==> src/rtl/pipeline_hazard_ctrl_if.sv <==
// rtl/pipeline_hazard_ctrl_if.sv - decode/writeback/resolve bundle for the hazard controller
interface pipeline_hazard_ctrl_if;
    logic        decode_v;
    logic [4:0]  decode_rs1;
    logic        decode_rs1_used;
    logic [4:0]  decode_rs2;
    logic        decode_rs2_used;
    logic [4:0]  decode_rd;
    logic        decode_rd_w_v;
    logic        decode_pc_w_v;
    logic        wb_v;
    logic [4:0]  wb_rd;
    logic        resolve_v;
    logic        resolve_taken;
    logic        stall_o;
    logic        bubble_o;
    logic        flush_o;
    logic        err_o;
    logic [15:0] stall_cnt_o;

    modport master (
        output decode_v, decode_rs1, decode_rs1_used, decode_rs2, decode_rs2_used,
               decode_rd, decode_rd_w_v, decode_pc_w_v, wb_v, wb_rd,
               resolve_v, resolve_taken,
        input  stall_o, bubble_o, flush_o, err_o, stall_cnt_o
    );

    modport slave (
        input  decode_v, decode_rs1, decode_rs1_used, decode_rs2, decode_rs2_used,
               decode_rd, decode_rd_w_v, decode_pc_w_v, wb_v, wb_rd,
               resolve_v, resolve_taken,
        output stall_o, bubble_o, flush_o, err_o, stall_cnt_o
    );
endinterface

==> src/rtl/pipeline_hazard_ctrl.sv <==
// rtl/pipeline_hazard_ctrl.sv - scoreboard RAW/WAW interlock plus control-hazard stall/flush sequencer
module pipeline_hazard_ctrl #(
    parameter int CNT_W = 2
) (
    input  logic                   clk,
    input  logic                   rst,
    pipeline_hazard_ctrl_if.slave  hz
);
    typedef enum logic [1:0] {RUN, CTRL_WAIT, FLUSH} state_t;

    state_t              state;
    logic                flush_cnt;
    logic                err_q;
    logic [15:0]         stall_cnt_q;
    logic [CNT_W-1:0]    cnt [0:31];

    logic [CNT_W-1:0]    rs1_cnt, rs2_cnt, rd_cnt, wb_cnt;
    logic                hazard, stall, issue;
    logic                inc_en, wb_hit, dec_en, wb_err, same_reg;

    assign rs1_cnt = cnt[hz.decode_rs1];
    assign rs2_cnt = cnt[hz.decode_rs2];
    assign rd_cnt  = cnt[hz.decode_rd];
    assign wb_cnt  = cnt[hz.wb_rd];

    // x0 is excluded explicitly so its (always zero) entry can never create a hazard
    always_comb begin
        hazard = hz.decode_v &&
                 ((hz.decode_rs1_used && hz.decode_rs1 != 5'd0 && rs1_cnt != '0) ||
                  (hz.decode_rs2_used && hz.decode_rs2 != 5'd0 && rs2_cnt != '0) ||
                  (hz.decode_rd_w_v   && hz.decode_rd  != 5'd0 && (&rd_cnt)));
        stall  = (state == RUN && hazard) ||
                 (state == CTRL_WAIT && hz.decode_v) ||
                 (state == FLUSH);
        issue  = hz.decode_v && !stall && state == RUN;
    end

    always_comb begin
        inc_en   = issue && hz.decode_rd_w_v && hz.decode_rd != 5'd0;
        wb_hit   = hz.wb_v && hz.wb_rd != 5'd0;
        dec_en   = wb_hit && wb_cnt != '0;
        wb_err   = wb_hit && wb_cnt == '0;
        same_reg = hz.decode_rd == hz.wb_rd;
    end

    assign hz.stall_o     = stall;
    assign hz.bubble_o    = !issue;
    assign hz.flush_o     = (state == FLUSH);
    assign hz.err_o       = err_q;
    assign hz.stall_cnt_o = stall_cnt_q;

    // A retiring write and a new write to the same register cancel out
    always_ff @(posedge clk) begin
        if (rst) begin
            for (int i = 0; i < 32; i++) begin
                cnt[i] <= '0;
            end
        end else begin
            if (inc_en && !(dec_en && same_reg)) begin
                cnt[hz.decode_rd] <= rd_cnt + CNT_W'(1);
            end
            if (dec_en && !(inc_en && same_reg)) begin
                cnt[hz.wb_rd] <= wb_cnt - CNT_W'(1);
            end
        end
    end

    always_ff @(posedge clk) begin
        if (rst) begin
            state       <= RUN;
            flush_cnt   <= 1'b0;
            err_q       <= 1'b0;
            stall_cnt_q <= 16'd0;
        end else begin
            if (wb_err) begin
                err_q <= 1'b1;
            end
            if (stall && stall_cnt_q != 16'hFFFF) begin
                stall_cnt_q <= stall_cnt_q + 16'd1;
            end
            case (state)
                RUN: begin
                    if (issue && hz.decode_pc_w_v) begin
                        state <= CTRL_WAIT;
                    end
                end
                CTRL_WAIT: begin
                    if (hz.resolve_v) begin
                        state     <= hz.resolve_taken ? FLUSH : RUN;
                        flush_cnt <= 1'b0;
                    end
                end
                FLUSH: begin
                    flush_cnt <= 1'b1;
                    if (flush_cnt) begin
                        state <= RUN;
                    end
                end
                default: state <= RUN;
            endcase
        end
    end
endmodule

==> src/flat_wrapper.sv <==
// flat-port wrapper written by rule: the top's interface ports become plain ports
module pipeline_hazard_ctrl_flat 
#(
    parameter int CNT_W = 2
)
  (clk, rst, hz_decode_v, hz_decode_rs1, hz_decode_rs1_used, hz_decode_rs2, hz_decode_rs2_used, hz_decode_rd, hz_decode_rd_w_v, hz_decode_pc_w_v, hz_wb_v, hz_wb_rd, hz_resolve_v, hz_resolve_taken, hz_stall_o, hz_bubble_o, hz_flush_o, hz_err_o, hz_stall_cnt_o);
  pipeline_hazard_ctrl_if hz_i ();
  input  logic clk;
  input  logic rst;
  input wire logic [$bits(hz_i.decode_v)-1:0] hz_decode_v;
  input wire logic [$bits(hz_i.decode_rs1)-1:0] hz_decode_rs1;
  input wire logic [$bits(hz_i.decode_rs1_used)-1:0] hz_decode_rs1_used;
  input wire logic [$bits(hz_i.decode_rs2)-1:0] hz_decode_rs2;
  input wire logic [$bits(hz_i.decode_rs2_used)-1:0] hz_decode_rs2_used;
  input wire logic [$bits(hz_i.decode_rd)-1:0] hz_decode_rd;
  input wire logic [$bits(hz_i.decode_rd_w_v)-1:0] hz_decode_rd_w_v;
  input wire logic [$bits(hz_i.decode_pc_w_v)-1:0] hz_decode_pc_w_v;
  input wire logic [$bits(hz_i.wb_v)-1:0] hz_wb_v;
  input wire logic [$bits(hz_i.wb_rd)-1:0] hz_wb_rd;
  input wire logic [$bits(hz_i.resolve_v)-1:0] hz_resolve_v;
  input wire logic [$bits(hz_i.resolve_taken)-1:0] hz_resolve_taken;
  output wire logic [$bits(hz_i.stall_o)-1:0] hz_stall_o;
  output wire logic [$bits(hz_i.bubble_o)-1:0] hz_bubble_o;
  output wire logic [$bits(hz_i.flush_o)-1:0] hz_flush_o;
  output wire logic [$bits(hz_i.err_o)-1:0] hz_err_o;
  output wire logic [$bits(hz_i.stall_cnt_o)-1:0] hz_stall_cnt_o;
  assign hz_i.decode_v = hz_decode_v;
  assign hz_i.decode_rs1 = hz_decode_rs1;
  assign hz_i.decode_rs1_used = hz_decode_rs1_used;
  assign hz_i.decode_rs2 = hz_decode_rs2;
  assign hz_i.decode_rs2_used = hz_decode_rs2_used;
  assign hz_i.decode_rd = hz_decode_rd;
  assign hz_i.decode_rd_w_v = hz_decode_rd_w_v;
  assign hz_i.decode_pc_w_v = hz_decode_pc_w_v;
  assign hz_i.wb_v = hz_wb_v;
  assign hz_i.wb_rd = hz_wb_rd;
  assign hz_i.resolve_v = hz_resolve_v;
  assign hz_i.resolve_taken = hz_resolve_taken;
  assign hz_stall_o = hz_i.stall_o;
  assign hz_bubble_o = hz_i.bubble_o;
  assign hz_flush_o = hz_i.flush_o;
  assign hz_err_o = hz_i.err_o;
  assign hz_stall_cnt_o = hz_i.stall_cnt_o;
  pipeline_hazard_ctrl #(.CNT_W(CNT_W)) u_core (.clk(clk), .rst(rst), .hz(hz_i));
endmodule
==> config.mk <==
export PLATFORM = sky130hd
export DESIGN_NAME = pipeline_hazard_ctrl_flat
export DESIGN_NICKNAME = d
export VERILOG_FILES = /design/src/rtl/pipeline_hazard_ctrl_if.sv /design/src/rtl/pipeline_hazard_ctrl.sv /design/src/flat_wrapper.sv
export SDC_FILE = /design/constraint.sdc
export NUM_CORES = 1
export LEC_CHECK = 0
export ABC_AREA = 1
export CAP_MARGIN = 20
export CELL_PAD_IN_SITES_DETAIL_PLACEMENT = 0
export CELL_PAD_IN_SITES_GLOBAL_PLACEMENT = 1
export CORE_ASPECT_RATIO = 0.7
export CORE_MARGIN = 2
export CORE_UTILIZATION = 25
export CTS_CLUSTER_DIAMETER = 100
export DETAILED_ROUTE_END_ITERATION = 10
export GPL_TIMING_DRIVEN = 0
export PLACE_DENSITY_LB_ADDON = 0.25
export SYNTH_ARGS = -nofsm -noshare
export SYNTH_HDL_FRONTEND = slang
export SYNTH_SLANG_ARGS = --single-unit
==> constraint.sdc <==
create_clock -name clk -period 4.2 [get_ports clk]
set_input_delay 0.42 -clock clk [delete_from_list [all_inputs] [get_ports clk]]
set_output_delay 0.42 -clock clk [all_outputs]
set_load 0.05 [all_outputs]
==> results of run 1 <==
worst register-to-register path: cells and delay by family (launching register included):
family	cells	cell delay, ns
flip-flops	1	0.49
adder cells (fa/ha/maj)	1	0.17
buffers and inverters	4	0.63
AO/OA/AOI/OAI	3	0.61
AND/OR/NAND/NOR	7	1.45
cell type report:
type                       count  area [sq um]  area share [%]
sequential                    84          2322           28.06
inverter                     113         430.4           5.201
clock buffer                  10         229.0           2.767
buffer                        51         306.5           3.704
timing repair buffer          50         513.0           6.199
clock inverter                 6         62.56          0.7560
tap                          364         455.4           5.503
multi-input combinational    766          3956           47.81
metrics by stage:
step	std cells	hold WS (ns)	setup slack, ns	TNS [ns]	utilization [%]
floorplan	1015	0.4691	0.8623	0	-
global placement	1426	0.4706	-1.677	-178.31	28.97
detailed placement	1426	0.4690	-1.621	-171.17	28.97
CTS	1445	0.4876	0.007527	0	30.62
global route	1444	0.5008	0.01440	0	30.83
finish	1444	0.4765	0.1068	0	30.83
synth_stat cells (all sizes together):
master / n / share of area [%]
ha: 3 / 0.55
buf: 36 / 2.9
or2: 4 / 0.37
xor2: 11 / 1.4
o211ai: 25 / 2.7
dfxtp: 20 / 5.9
o41ai: 1 / 0.13
o21a: 1 / 0.11
clkinv: 4 / 0.22
a22oi: 12 / 1.3
nand3: 220 / 16
nand2: 188 / 10
nor3: 22 / 1.8
a21oi: 26 / 1.9
a22o: 3 / 0.38
and3: 1 / 0.091
a221oi: 1 / 0.13
conb: 1 / 0.055
nor2: 128 / 7.6
a31oi: 1 / 0.091
edfxtp: 64 / 28
o221ai: 6 / 0.77
nor4: 6 / 0.77
xnor2: 4 / 0.51
clkbuf: 16 / 0.88
nand4: 13 / 1.5
o21ai: 51 / 3.8
o22ai: 37 / 3.4
inv: 109 / 6.0
where the power goes:
| part | switching [mW] | internal, mW | leakage [nW] |
|---|---|---|---|
| sequential | 0.0350 | 0.923 | 0.823 |
| combinational | 0.469 | 0.164 | 2.30 |
| clock | 0.361 | 0.460 | 0.137 |
| total | 0.864 | 1.55 | 3.26 |
per-layer routing:
metal	up-vias	GRT usage (%)	routed length (um)
li1	3648	-	-
met1	3721	33.89	14960
met2	414	28.86	11910
met3	36	6.456	3814
met4	0	5.418	709
met5	-	0	0
registers in the layout, summed over array words and instances (netlist names):
signal,cells
u_core.hz.err_o,1
u_core.cnt,64
u_core.flush_cnt,1
u_core.hz.stall_cnt_o,16
u_core.state,2
cell families after synthesis:
family / Yosys count / synth area share (%)
compound gates: 164 / 14.74
other cells: 1 / 0.05479
simple gates: 582 / 38.89
xor+xnor: 15 / 1.919
buf+inv: 165 / 9.927
flops: 84 / 33.93
fa+ha+maj: 3 / 0.5485
what timing repair did:
item | CTS | global route
hold buffers | 0 | 0
gates resized for setup | 49 | 25
hold endpoints to repair | 0 | 0
pin swaps | 2 | 0
endpoints found under the setup margin | 142 | 124
buffers inserted | 3 | 0
worst min-delay path by stage:
stage                     from                to
6_report       u_core.hz.err_o   u_core.hz.err_o
5_1_grt        u_core.hz.err_o   u_core.hz.err_o
4_1_cts        u_core.hz.err_o   u_core.hz.err_o
3_5_place_dp   u_core.hz.err_o   u_core.hz.err_o
3_3_place_gp   u_core.hz.err_o   u_core.hz.err_o
2_1_floorplan  u_core.state[0]  u_core.flush_cnt
==> results.toml, run 1 <==
[placement]
place_hpwl_um = 25020
place_congestion = 0.9614
port_buffers = 47
placed_area_sq_um = 7774

[power]
peakVddDrop_v = 0.0002185
p_leak_nw = 3.258
report.power.total_mw = 2.412
power_density_nw_per_um2 = 291.5

[cts]
clock_sinks = 84
cts_root_buf = "clkbuf_16"
cts_tree = "done"
clk_pin_slew_ns = 0.07
clk_latency_ns = 0.36
numCtsBuffers = 9
cts_max_path_buffers = 2
htree_levels = 3

[final_layout]
area_delta_synth_final_pct = 20.91
layout_commonest_cell = "nand3_1"
stdcell_area_sq_um = 8275
drive_gt1_share_pct = 9.537
antenna_cells = 0
nNetsFinal = 1108
mostFrequentLayoutCells = "nand3_1 (218), nand2_1 (183), nor2_1 (119)"
fillCellCount = 2990

[worst_hold_path]
hold_depth = 1
hold_class = "reg -> reg"

[setup_path]
critical_path_required_ns = 4.31
endpoint = "u_core.cnt[10][1]"
critical_path_arrival_ns = 4.21
reg2reg_depth = 15
r2r_start = "u_core.cnt[3][0]"
path_class = "in -> reg"
worst-path-stages = 19
path_delay_family = "simple AND/OR/NAND/NOR gates"
r2r_setup_slack_ns = 0.55
worstSetupStartpoint = "hz_wb_rd[1]"
critPathCaptureType = "flip-flop"
timing.rr.end = "u_core.cnt[28][0]"
crit_chain = "clkdlybuf4s50_1, inv_2, nor2_2, inv_1, buf_4, o22ai_1, o21ai_2, nand4_1, or2_2, clkbuf_8, ha_1, or2_2, nor2_1, nor2_2, and3_1, buf_4, buf_4, nand3_1, nand2_1"
path_common_cell = "buf_4"
crit_fanout = 10
path_buf_inv = 7
slowest_delay_ns = 0.46
worstSetupStartpointType = "primary input"
critPathSlowestCell = "clkdlybuf4s50_1"

[timing]
min_period_over_period_pct = 97.46
finalSetupViolations = 0
rsz0062_at_grt = "no"
skew_ns = 0.01429
fin_crit_ns = 4.093
slew-limit-headroom_pct = 40.22
worst_slew_pin_slew_ns = 0.8966
fmax_mhz = 244.3
hold_viol_final = 0
maxSlewViolCount = 0

[synthesis]
seq_area_frac_synth_pct = 33.93
syn-cell-area_sq_um = 6844
synth_cells = 1014
syn-mean-instance-area_sq_um = 6.750
synth-seq-cells = 84
yosysWarnings = 0
post_synth_num_cell_types = 43

[grt]
track_usage_pct = 21.94
grt_pass1_vias = 7026
grt_max_degree = 15
antenna_found_initial = 0
grt_pass1_wl_um = 46420
grt_remaining_overflow = 0

[floorplanning]
die_w_um = 201.8
num_rows = 50
die_h_um = 142.4
num_io_pins = 50
dieArea_sq_um = 28740
fp.coreArea_sq_um = 26840
start_util_pct = 25.50

[route]
wl_per_cell_um = 21.74
drc = 0
wl_um = 31390
drt_iter0_markers = 1093
dr_total_vias = 7819
dr.pass1.iters = 8
via_per_inst = 5.415
drtAntennaViolNets = 0

[outcome]
status = "completed"

[job]
maxCapViolCount = 0
Power figures use the tool's default switching activity.
==> run 2, diff against run 1 <==
clock period = 3.4 ns   (was 4.2 ns; I/O delays follow)
==> results.toml, run 2 (same netlist as run 1, synthesis figures left out) <==
[final_layout]
regMostFlops = "u_core.cnt"
layout_commonest_cell = "nand3_1"
antenna_cells = 0
fillCellCount = 2918
stdcell_area_sq_um = 8880
ff_latch_area_sq_um = 2322
area_delta_synth_final_pct = 29.74
largest_reg_flops = 64
fin_cells = 1494
mostFrequentLayoutCells = "nand3_1 (216), nand2_1 (178), nor2_1 (118)"
multi_input_area_sq_um = 4099
nNetsFinal = 1158
utilization_pct = 33.09
drive_gt1_share_pct = 16.19

[timing]
worst_slew_pin_slew_ns = 0.9485
rsz0062_at_grt = "yes"
skew_ns = 0.01224
hold_viol_final = 0
holdWs_ns = 0.4767
fin_crit_ns = 3.399
maxSlewViolCount = 0
slew-limit-headroom_pct = 36.77
min_period_over_period_pct = 99.97
fmax_mhz = 294.2
finalSetupViolations = 0
setup_ws_ns = 0.0009543

[floorplanning]
dieArea_sq_um = 28740
fp.coreArea_sq_um = 26840
num_rows = 50
die_h_um = 142.4
die_w_um = 201.8
start_util_pct = 25.50
num_io_pins = 50

[placement]
place_hpwl_um = 25020
placed_area_sq_um = 7774
placed_cells = 1426
port_buffers = 47
preCtsSetupSlack_ns = -2.261
place_congestion = 0.9614

[route]
wl_um = 32390
drc = 0
wl_per_cell_um = 21.68
drt_iter0_markers = 1078
drtAntennaViolNets = 0
dr_total_vias = 8122
via_per_inst = 5.436
dr.pass1.iters = 6

[setup_path]
critPathCaptureType = "flip-flop"
r2r_start = "u_core.cnt[3][0]"
timing.rr.end = "u_core.cnt[28][0]"
path_buf_inv = 5
crit_chain = "a22oi_2, a21oi_1, or2_4, nor4_4, buf_6, inv_4, ha_4, nand2_2, nand2_2, inv_2, nand3_4, nor2_8, buf_6, nand4_4, buf_8, o211ai_1"
worstSetupStartpointType = "flip-flop"
r2r_setup_slack_ns = 0.001
path_class = "reg -> reg"
crit_fanout = 6
endpoint = "u_core.cnt[28][0]"
worstSetupStartpoint = "u_core.cnt[3][0]"
path_delay_family = "simple AND/OR/NAND/NOR gates"
critical_path_required_ns = 3.44
critical_path_arrival_ns = 3.44
worst-path-stages = 16
slowest_delay_ns = 0.46
critPathSlowestCell = "edfxtp_1"
reg2reg_depth = 16

[cts]
clk_latency_ns = 0.36
cts_tree = "done"
cts_max_path_buffers = 2
clock_sinks = 84
clk_pin_slew_ns = 0.06
cts_root_buf = "clkbuf_16"
numCtsBuffers = 9
htree_levels = 3

[grt]
grt_max_degree = 15
track_usage_pct = 22.11
grt_pass1_vias = 7154
grt_remaining_overflow = 0
antenna_found_initial = 0
grt_pass1_wl_um = 46850

[power]
p_leak_nw = 3.533
power_density_nw_per_um2 = 346.7
peakVddDrop_v = 0.0002732

[job]
maxCapViolCount = 0

[outcome]
status = "completed"

[worst_hold_path]
hold_class = "reg -> reg"
run 2: cell types whose count changed in the layout (fill, tap and decap cells not counted), moves of 4 or more:
cell / change
dlymetal6s2s_1: -4
buf_8: +5
inv_2: +5
buf_6: +4
clkdlybuf4s50_1: -4
nand2_1: -5
inv_1: -7
buf_4: +45
nand2_2: +4
o21ai_1: +5
o21ai_0: -6
run 2: routing by layer:
metal	vias to the layer above	part of all wire, %	GRT usage [%]
li1	3754	-	-
met1	3825	46	33.87
met2	491	38	29.66
met3	52	13	6.685
met4	0	2.2	4.721
met5	-	0	0
run 2: worst reg2reg max path, delay by kind of cell, from the launching register on:
| family | cells | cell delay (ns) |
|---|---|---|
| adder cells (fa/ha/maj) | 1 | 0.14 |
| AO/OA/AOI/OAI | 3 | 0.57 |
| flip-flops | 1 | 0.46 |
| buffers and inverters | 5 | 0.62 |
| AND/OR/NAND/NOR | 7 | 1.29 |
run 2: layout make-up:
class	count	share of cell area [%]
clock inverters	6	0.7045
multi-input cells	766	46.16
inverters	113	4.918
plain buffers	50	4.086
well taps	364	5.129
repair buffers	101	10.27
clock buffers	10	2.579
flip-flops and latches	84	26.15
run 2: worst min path at each step:
| stage | slack (ns) | cells after the start | start | end |
|---|---|---|---|---|
| after floorplan | 0.45 | 1 | hz_resolve_v | u_core.flush_cnt |
| after global placement | 0.47 | 1 | u_core.hz.err_o | u_core.hz.err_o |
| after detailed placement | 0.47 | 1 | u_core.hz.err_o | u_core.hz.err_o |
| after CTS | 0.49 | 1 | u_core.hz.err_o | u_core.hz.err_o |
| after global routing | 0.50 | 1 | u_core.hz.err_o | u_core.hz.err_o |
| final | 0.48 | 1 | u_core.hz.err_o | u_core.hz.err_o |
run 2: through the flow:
stage	setup TNS (ns)	total power [mW]
6_report	0	3.079
5_1_grt	-1.702	3.176
4_1_cts	-0.06727	3.013
3_5_place_dp	-274.52	1.929
3_3_place_gp	-281.71	1.936
2_1_floorplan	0	1.603
run 2: power by group:
group	switching (mW)	leakage, nW	internal, mW
sequential	0.0415	0.823	1.14
clock	0.456	0.137	0.569
combinational	0.615	2.57	0.257
run 2: repair_timing:
action / 4_1_cts / 5_1_grt
hold buffers: 0 / 0
cloned: 0 / 2
setup buffers: 18 / 34
gates resized for setup: 107 / 53
setup endpoints to repair: 144 / 126
pin swaps: 10 / 22
